[src/rtl/map_hub_sw_pkg.sv]
// Shared types for the mapper hub: cartridge-side bundles, quiescent output value, hub states.
// Optional statistics (sw_cnt, bad_seen) are enabled with the MAP_HUB_STAT_EN macro.
package map_hub_sw_pkg;

  localparam int IDX_W  = 5;
  localparam int DATA_W = 8;

  typedef struct packed {
    logic [IDX_W-1:0] map_idx;
  } map_cfg_t;

  typedef struct packed {
    map_cfg_t cfg;
  } MapIn;

  typedef struct packed {
    logic              rom_ce;
    logic              ram_ce;
    logic              oe;
    logic              we;
    logic              data_oe;
    logic [DATA_W-1:0] data;
  } MapOut;

  // All enables and strobes low, data zero: nothing driven onto the cartridge bus.
  localparam MapOut MAP_OUT_IDLE = '0;

  typedef enum logic [1:0] {
    RUN   = 2'd0,
    DRAIN = 2'd1,
    GAP   = 2'd2
  } HubState;

endpackage

[src/rtl/map_hub_sw_if.sv]
// Bus-side bundle of the mapper hub; slave modport is the hub, master is the bus/IO layer.
// The sw_cnt / bad_seen members exist only when MAP_HUB_STAT_EN is defined.
interface map_hub_sw_if import map_hub_sw_pkg::*; #(
  parameter int NUM_MAP = 4
) ();

  localparam int SEL_W = $clog2(NUM_MAP);

  MapIn             mai;
  logic             bus_act;
  MapOut            mao;
  logic [SEL_W-1:0] sel_slot;
  logic             sw_busy;
  logic             idx_bad;
`ifdef MAP_HUB_STAT_EN
  logic [7:0]       sw_cnt;
  logic             bad_seen;

  modport slave  (input mai, bus_act, output mao, sel_slot, sw_busy, idx_bad, sw_cnt, bad_seen);
  modport master (output mai, bus_act, input mao, sel_slot, sw_busy, idx_bad, sw_cnt, bad_seen);
`else
  modport slave  (input mai, bus_act, output mao, sel_slot, sw_busy, idx_bad);
  modport master (output mai, bus_act, input mao, sel_slot, sw_busy, idx_bad);
`endif

endinterface

[src/rtl/map_hub_seq.sv]
// Switch sequencer of the mapper hub: drains the bus, gates outputs for a gap, then commits.
// With MAP_HUB_STAT_EN defined it also keeps the switch counter and sticky bad-index flag.
//
//   state | meaning
//   RUN   | committed slot drives the bus, watching for a new target
//   DRAIN | old slot still live, waiting for IDLE_CYC consecutive idle cycles
//   GAP   | outputs forced to MAP_OUT_IDLE for GAP_CYC cycles before commit
module map_hub_seq import map_hub_sw_pkg::*; #(
  parameter int NUM_MAP  = 4,
  parameter int DEF_SLOT = 0,
  parameter int IDLE_CYC = 4,
  parameter int GAP_CYC  = 2,
  parameter int SEL_W    = $clog2(NUM_MAP)
) (
  input  logic             clk,
  input  logic             rst_n,
  input  logic [SEL_W-1:0] tgt,
  input  logic             bus_act,
`ifdef MAP_HUB_STAT_EN
  input  logic             idx_bad,
  output logic [7:0]       sw_cnt,
  output logic             bad_seen,
`endif
  output logic [SEL_W-1:0] sel_slot,
  output logic             gate,
  output logic             sw_busy
);

  localparam logic [7:0] IDLE_LAST = 8'(IDLE_CYC - 1);
  localparam logic [7:0] GAP_LAST  = 8'(GAP_CYC - 1);

  HubState          state_q, state_d;
  logic [SEL_W-1:0] sel_q, sel_d;
  logic [SEL_W-1:0] pend_q, pend_d;
  logic             gate_q, gate_d;
  logic [7:0]       idle_cnt_q, idle_cnt_d;
  logic [7:0]       gap_cnt_q, gap_cnt_d;
  logic             commit;

  always_ff @(posedge clk or negedge rst_n) begin
    if (!rst_n) begin
      state_q    <= RUN;
      sel_q      <= SEL_W'(DEF_SLOT);
      pend_q     <= SEL_W'(DEF_SLOT);
      gate_q     <= 1'b0;
      idle_cnt_q <= '0;
      gap_cnt_q  <= '0;
    end else begin
      state_q    <= state_d;
      sel_q      <= sel_d;
      pend_q     <= pend_d;
      gate_q     <= gate_d;
      idle_cnt_q <= idle_cnt_d;
      gap_cnt_q  <= gap_cnt_d;
    end
  end

  always_comb begin
    state_d    = state_q;
    sel_d      = sel_q;
    pend_d     = pend_q;
    gate_d     = gate_q;
    idle_cnt_d = idle_cnt_q;
    gap_cnt_d  = gap_cnt_q;
    commit     = 1'b0;
    case (state_q)
      RUN: begin
        if (tgt != sel_q) begin
          pend_d     = tgt;
          idle_cnt_d = '0;
          state_d    = DRAIN;
        end
      end
      DRAIN: begin
        if (tgt == sel_q) begin
          state_d = RUN;
        end else if (tgt != pend_q) begin
          pend_d     = tgt;
          idle_cnt_d = '0;
        end else if (bus_act) begin
          idle_cnt_d = '0;
        end else if (idle_cnt_q == IDLE_LAST) begin
          gate_d    = 1'b1;
          gap_cnt_d = '0;
          state_d   = GAP;
        end else begin
          idle_cnt_d = idle_cnt_q + 8'd1;
        end
      end
      GAP: begin
        // Outputs are already quiet here, so even a return to the old slot runs the gap out.
        if (tgt != pend_q) begin
          pend_d    = tgt;
          gap_cnt_d = '0;
        end else if (gap_cnt_q == GAP_LAST) begin
          sel_d   = pend_q;
          gate_d  = 1'b0;
          state_d = RUN;
          commit  = 1'b1;
        end else begin
          gap_cnt_d = gap_cnt_q + 8'd1;
        end
      end
      default: begin
        state_d = RUN;
        gate_d  = 1'b0;
      end
    endcase
  end

  assign sel_slot = sel_q;
  assign gate     = gate_q;
  assign sw_busy  = (state_q != RUN);

`ifdef MAP_HUB_STAT_EN
  logic [7:0] sw_cnt_q, sw_cnt_d;
  logic       bad_seen_q, bad_seen_d;

  always_ff @(posedge clk or negedge rst_n) begin
    if (!rst_n) begin
      sw_cnt_q   <= '0;
      bad_seen_q <= 1'b0;
    end else begin
      sw_cnt_q   <= sw_cnt_d;
      bad_seen_q <= bad_seen_d;
    end
  end

  always_comb begin
    sw_cnt_d   = sw_cnt_q;
    bad_seen_d = bad_seen_q | idx_bad;
    if (commit && (pend_q != sel_q)) sw_cnt_d = sw_cnt_q + 8'd1;
  end

  assign sw_cnt   = sw_cnt_q;
  assign bad_seen = bad_seen_q;
`else
  logic unused_commit;
  assign unused_commit = commit;
`endif

endmodule

[src/rtl/map_hub_sw.sv]
// Mapper hub top: decodes map_idx to a slot and muxes the committed slot onto the bus.
// Define MAP_HUB_STAT_EN to add the sw_cnt / bad_seen statistics outputs.
module map_hub_sw import map_hub_sw_pkg::*; #(
  parameter int NUM_MAP  = 4,
  parameter int DEF_SLOT = 0,
  parameter int IDLE_CYC = 4,
  parameter int GAP_CYC  = 2
) (
  input  logic               clk,
  input  logic               rst_n,
  map_hub_sw_if.slave        hub,
  input  MapOut              mout_arr [NUM_MAP]
);

  localparam int SEL_W = $clog2(NUM_MAP);

  logic [SEL_W-1:0] tgt;
  logic [SEL_W-1:0] sel_slot;
  logic             gate;
  logic             idx_bad;

  always_comb begin
    idx_bad = (32'(hub.mai.cfg.map_idx) >= 32'(NUM_MAP));
    tgt     = idx_bad ? SEL_W'(DEF_SLOT) : hub.mai.cfg.map_idx[SEL_W-1:0];
  end

  map_hub_seq #(
    .NUM_MAP  (NUM_MAP),
    .DEF_SLOT (DEF_SLOT),
    .IDLE_CYC (IDLE_CYC),
    .GAP_CYC  (GAP_CYC),
    .SEL_W    (SEL_W)
  ) u_seq (
    .clk      (clk),
    .rst_n    (rst_n),
    .tgt      (tgt),
    .bus_act  (hub.bus_act),
`ifdef MAP_HUB_STAT_EN
    .idx_bad  (idx_bad),
    .sw_cnt   (hub.sw_cnt),
    .bad_seen (hub.bad_seen),
`endif
    .sel_slot (sel_slot),
    .gate     (gate),
    .sw_busy  (hub.sw_busy)
  );

  assign hub.mao      = gate ? MAP_OUT_IDLE : mout_arr[sel_slot];
  assign hub.sel_slot = sel_slot;
  assign hub.idx_bad  = idx_bad;

endmodule

[src/flat_wrapper.sv]
// flat-port wrapper written by rule: the top's interface ports become plain ports
module map_hub_sw_flat import map_hub_sw_pkg::*;
#(
  parameter int NUM_MAP  = 4,
  parameter int DEF_SLOT = 0,
  parameter int IDLE_CYC = 4,
  parameter int GAP_CYC  = 2
)
  (clk, rst_n, mout_arr, hub_mai, hub_bus_act, hub_mao, hub_sel_slot, hub_sw_busy, hub_idx_bad);
  map_hub_sw_if #(.NUM_MAP(NUM_MAP)) hub_i ();
  input  logic clk;
  input  logic rst_n;
  input  MapOut mout_arr[NUM_MAP];
  input wire logic [$bits(hub_i.mai)-1:0] hub_mai;
  input wire logic [$bits(hub_i.bus_act)-1:0] hub_bus_act;
  output wire logic [$bits(hub_i.mao)-1:0] hub_mao;
  output wire logic [$bits(hub_i.sel_slot)-1:0] hub_sel_slot;
  output wire logic [$bits(hub_i.sw_busy)-1:0] hub_sw_busy;
  output wire logic [$bits(hub_i.idx_bad)-1:0] hub_idx_bad;
  assign hub_i.mai = hub_mai;
  assign hub_i.bus_act = hub_bus_act;
  assign hub_mao = hub_i.mao;
  assign hub_sel_slot = hub_i.sel_slot;
  assign hub_sw_busy = hub_i.sw_busy;
  assign hub_idx_bad = hub_i.idx_bad;
  map_hub_sw #(.NUM_MAP(NUM_MAP), .DEF_SLOT(DEF_SLOT), .IDLE_CYC(IDLE_CYC), .GAP_CYC(GAP_CYC)) u_core (.clk(clk), .rst_n(rst_n), .hub(hub_i), .mout_arr(mout_arr));
endmodule
[config.mk]
export PLATFORM = sky130hd
export DESIGN_NAME = map_hub_sw_flat
export DESIGN_NICKNAME = d
export VERILOG_FILES = /design/src/rtl/map_hub_sw_pkg.sv /design/src/rtl/map_hub_sw_if.sv /design/src/rtl/map_hub_seq.sv /design/src/rtl/map_hub_sw.sv /design/src/flat_wrapper.sv
export SDC_FILE = /design/constraint.sdc
export NUM_CORES = 1
export LEC_CHECK = 0
export BUFFER_PORTS_ARGS = -buffer_cell sky130_fd_sc_hd__clkbuf_2
export CAP_MARGIN = 20
export CORE_MARGIN = 2
export CORE_UTILIZATION = 52
export DETAILED_ROUTE_END_ITERATION = 8
export GPL_ROUTABILITY_DRIVEN = 0
export PLACE_DENSITY = 0.95
export SLEW_MARGIN = 20
export SYNTH_ARGS = -nofsm -noshare
export SYNTH_HDL_FRONTEND = slang
export SYNTH_SLANG_ARGS = --single-unit
[constraint.sdc]
create_clock -name clk -period 5.2 [get_ports clk]
set_input_delay 0.52 -clock clk [delete_from_list [all_inputs] [get_ports clk]]
set_output_delay 0.52 -clock clk [all_outputs]
set_load 0.01 [all_outputs]
==> results.py <==
metrics = {
    "setup_path": {
        "criticalPathCategory": "reg2out",
        "crit_required_ns": 4.68,
        "cp-end-kind": "output port",
        "arrival_ns": 2.13,
        "r2r_start": "u_core.u_seq.sel_slot[0]",
        "crit_family": "flip-flops",
        "critPathSlowestCell": "dfrtp_1",
        "cp_num_buf_inv": 1,
        "cp.depth": 3,
        "reg2reg_depth": 6,
        "start_kind": "flop",
        "path_cells": "mux4_2 > nor2b_1 > clkbuf_2",
        "crit_path_start": "u_core.u_seq.sel_slot[0]",
        "slowest_delay_ns": 0.92,
        "crit_fanout": 18,
    },
    "clock_tree": {
        "clockRootBuffer": "clkbuf_4",
        "post_cts_buffers": 0,
        "numCtsBuffers": 3,
        "htreeDepth": 1,
        "cts_buffer_depth": 2,
        "cts.sink_count": 23,
        "clk_pin_slew_ns": 0.14,
        "tritoncts": "done",
        "cts_hold_buf": 0,
        "post_cts_resized": 0,
        "clk_latency_ns": 0.31,
    },
    "drt": {
        "drc": 0,
        "wire_per_inst_um": 15.34,
        "drt_iter0_markers": 68,
        "vias": 1742,
        "finalWirelength_um": 4525,
        "via_per_inst": 5.905,
        "drt-pass1-iter-count": 4,
        "ant_nets": 0,
    },
    "timing": {
        "fmax_mhz": 376.7,
        "fin_crit_sh_pct": 51.05,
        "hold_viol": 0,
        "fin_skew_ns": 0.01199,
        "setup_viol": 0,
        "totalNegativeSetupSlack_ns": 0,
        "slew_viol_final": 0,
        "worstMarginPinSlew_ns": 0.8477,
        "period_minus_slack_ns": 2.655,
        "relSlewSlack_pct": 43.49,
        "rsz0062_at_grt": "false",
    },
    "global_routing": {
        "grt_pass1_vias": 1677,
        "antenna_found_initial": 0,
        "grt_pass1_wl_um": 7196,
        "grt.total_usage_pct": 22.35,
        "grt_max_degree": 24,
        "grt_overflow": 0,
    },
    "power_and_ir_drop": {
        "pwr_density_cell_nw_per_um2": 219.7,
        "worst_ir_drop_vdd_mv": 0.1143,
        "design_power_total_w": 0.0005088,
        "cellLeakagePower_nw": 1.126,
    },
    "synthesis": {
        "synth_edf_count": 0,
        "synth_area_um2": 1876,
        "ys_ff_latch": 23,
        "syn-num-nets": 241,
        "syn_inst": 174,
        "syn_area_per_cell_um2": 10.78,
        "synth_cell_type_count": 49,
        "yosys_warnings": 0,
        "ys.flop_type": "dfrtp_1",
        "ys_seq_area_share_pct": 30.69,
        "async_flop_share_pct": 100.0,
    },
    "hold_path": {
        "hp-class": "in2async",
    },
    "floorplan": {
        "start_util_pct": 55.33,
        "std_cell_rows": 21,
        "core_area_um2": 3390,
        "ios": 77,
        "die_y_um": 64.06,
        "die_x_um": 64.06,
        "die_area_um2": 4103,
    },
    "placed_design": {
        "hpwl_um": 3708,
        "io_buffer_count": 76,
    },
    "finish": {
        "final_util_pct": 68.33,
        "diodes": 0,
        "area_growth_pct": 23.48,
        "nets": 317,
        "final_common_cell": "clkbuf_2",
        "final_cell_mix": "clkbuf_2 (76), dfrtp_1 (23), nor2b_1 (22), mux4_2 (13)",
        "drive_gt1_share_pct": 42.97,
    },
    "job": {
        "cap_viol_max_count": 0,
    },
    "status": {
        "outcome": "complete, no violations",
    },
}
-- cells by family (layout without fill, tap and decap cells) --
group                    after synthesis  in the layout  share of synthesized area (%)
adder cells (fa/ha/maj)                7              7                          4.670
multiplexers                          16             16                          17.41
flip-flops                            23             23                          30.69
XOR/XNOR                               2              2                         0.9341
AO/OA/AOI/OAI                         49             49                          22.48
AND/OR/NAND/NOR                       62             62                          20.48
buffers and inverters                 15             90                          3.336
-- layout make-up --
| class | count | area (um2) |
|---|---|---|
| tap | 46 | 57.56 |
| fill | 237 | 1074 |
| multi-input combinational | 136 | 1237 |
| inverter | 10 | 37.54 |
| sequential | 23 | 575.6 |
| timing repair buffer | 76 | 380.4 |
| clock inverter | 1 | 5.005 |
| clock buffer | 3 | 22.52 |
-- report_power, final --
part	internal [W]	switching (W)	leakage, nW
logic	0.0000987	0.000117	0.795
clock network	0.0000287	0.0000550	0.0177
registers	0.000191	0.0000183	0.313
total	0.000319	0.000190	1.13
-- state kept, by name (all words and copies together), names as in the netlist --
| name | count |
|---|---|
| u_core.u_seq.sel_slot | 2 |
| u_core.u_seq.state_q | 2 |
| u_core.u_seq.gate | 1 |
| u_core.u_seq.gap_cnt_q | 8 |
| u_core.u_seq.pend_q | 2 |
| u_core.u_seq.idle_cnt_q | 8 |
-- synthesized netlist by cell type, types with 3 or more instances --
cell       n  share of area (%)
and3_1     8                2.7
ha_1       7                4.7
nand3_1    4                1.1
mux4_2    13                 16
inv_1      9                1.8
nor2b_1   22                7.3
o21ai_0   11                2.9
o21bai_1   3                1.2
nand2_1    6                1.2
nor2_1     6                1.2
dfrtp_1   23                 31
a22o_1    11                5.1
-- metal layers --
metal  vias up  wire length [um]  track usage (%)
li1        825                 -                -
met1       848              1769            23.96
met2        63              2356            42.97
met3         6               350            4.754
met4         0                48            7.065
met5         -                 0                0
-- per-stage QoR --
step | cells | instance area [um2] | hold slack [ns] | setup WS [ns]
2_1_floorplan | 174 | 1876 | 0.2244 | 3.144
3_3_place_gp | 291 | 2288 | 0.4973 | 2.775
3_5_place_dp | 291 | 2288 | 0.5168 | 2.687
4_1_cts | 295 | 2316 | 0.1832 | 2.500
5_1_grt | 295 | 2316 | 0.1920 | 2.368
6_report | 295 | 2316 | 0.1712 | 2.545
-- final timing paths --
kind | endpoint | slack, ns
max | hub_mao[11] | 2.55
min | u_core.u_seq.gap_cnt_q[7] | 0.17
max reg2reg | u_core.u_seq.gap_cnt_q[0] | 2.69
min reg2reg | u_core.u_seq.idle_cnt_q[7] | 0.54
max in group asynchronous | u_core.u_seq.state_q[1] | 4.65
min in group clk | u_core.u_seq.pend_q[1] | 0.50
(Power assumes the default switching activity.)
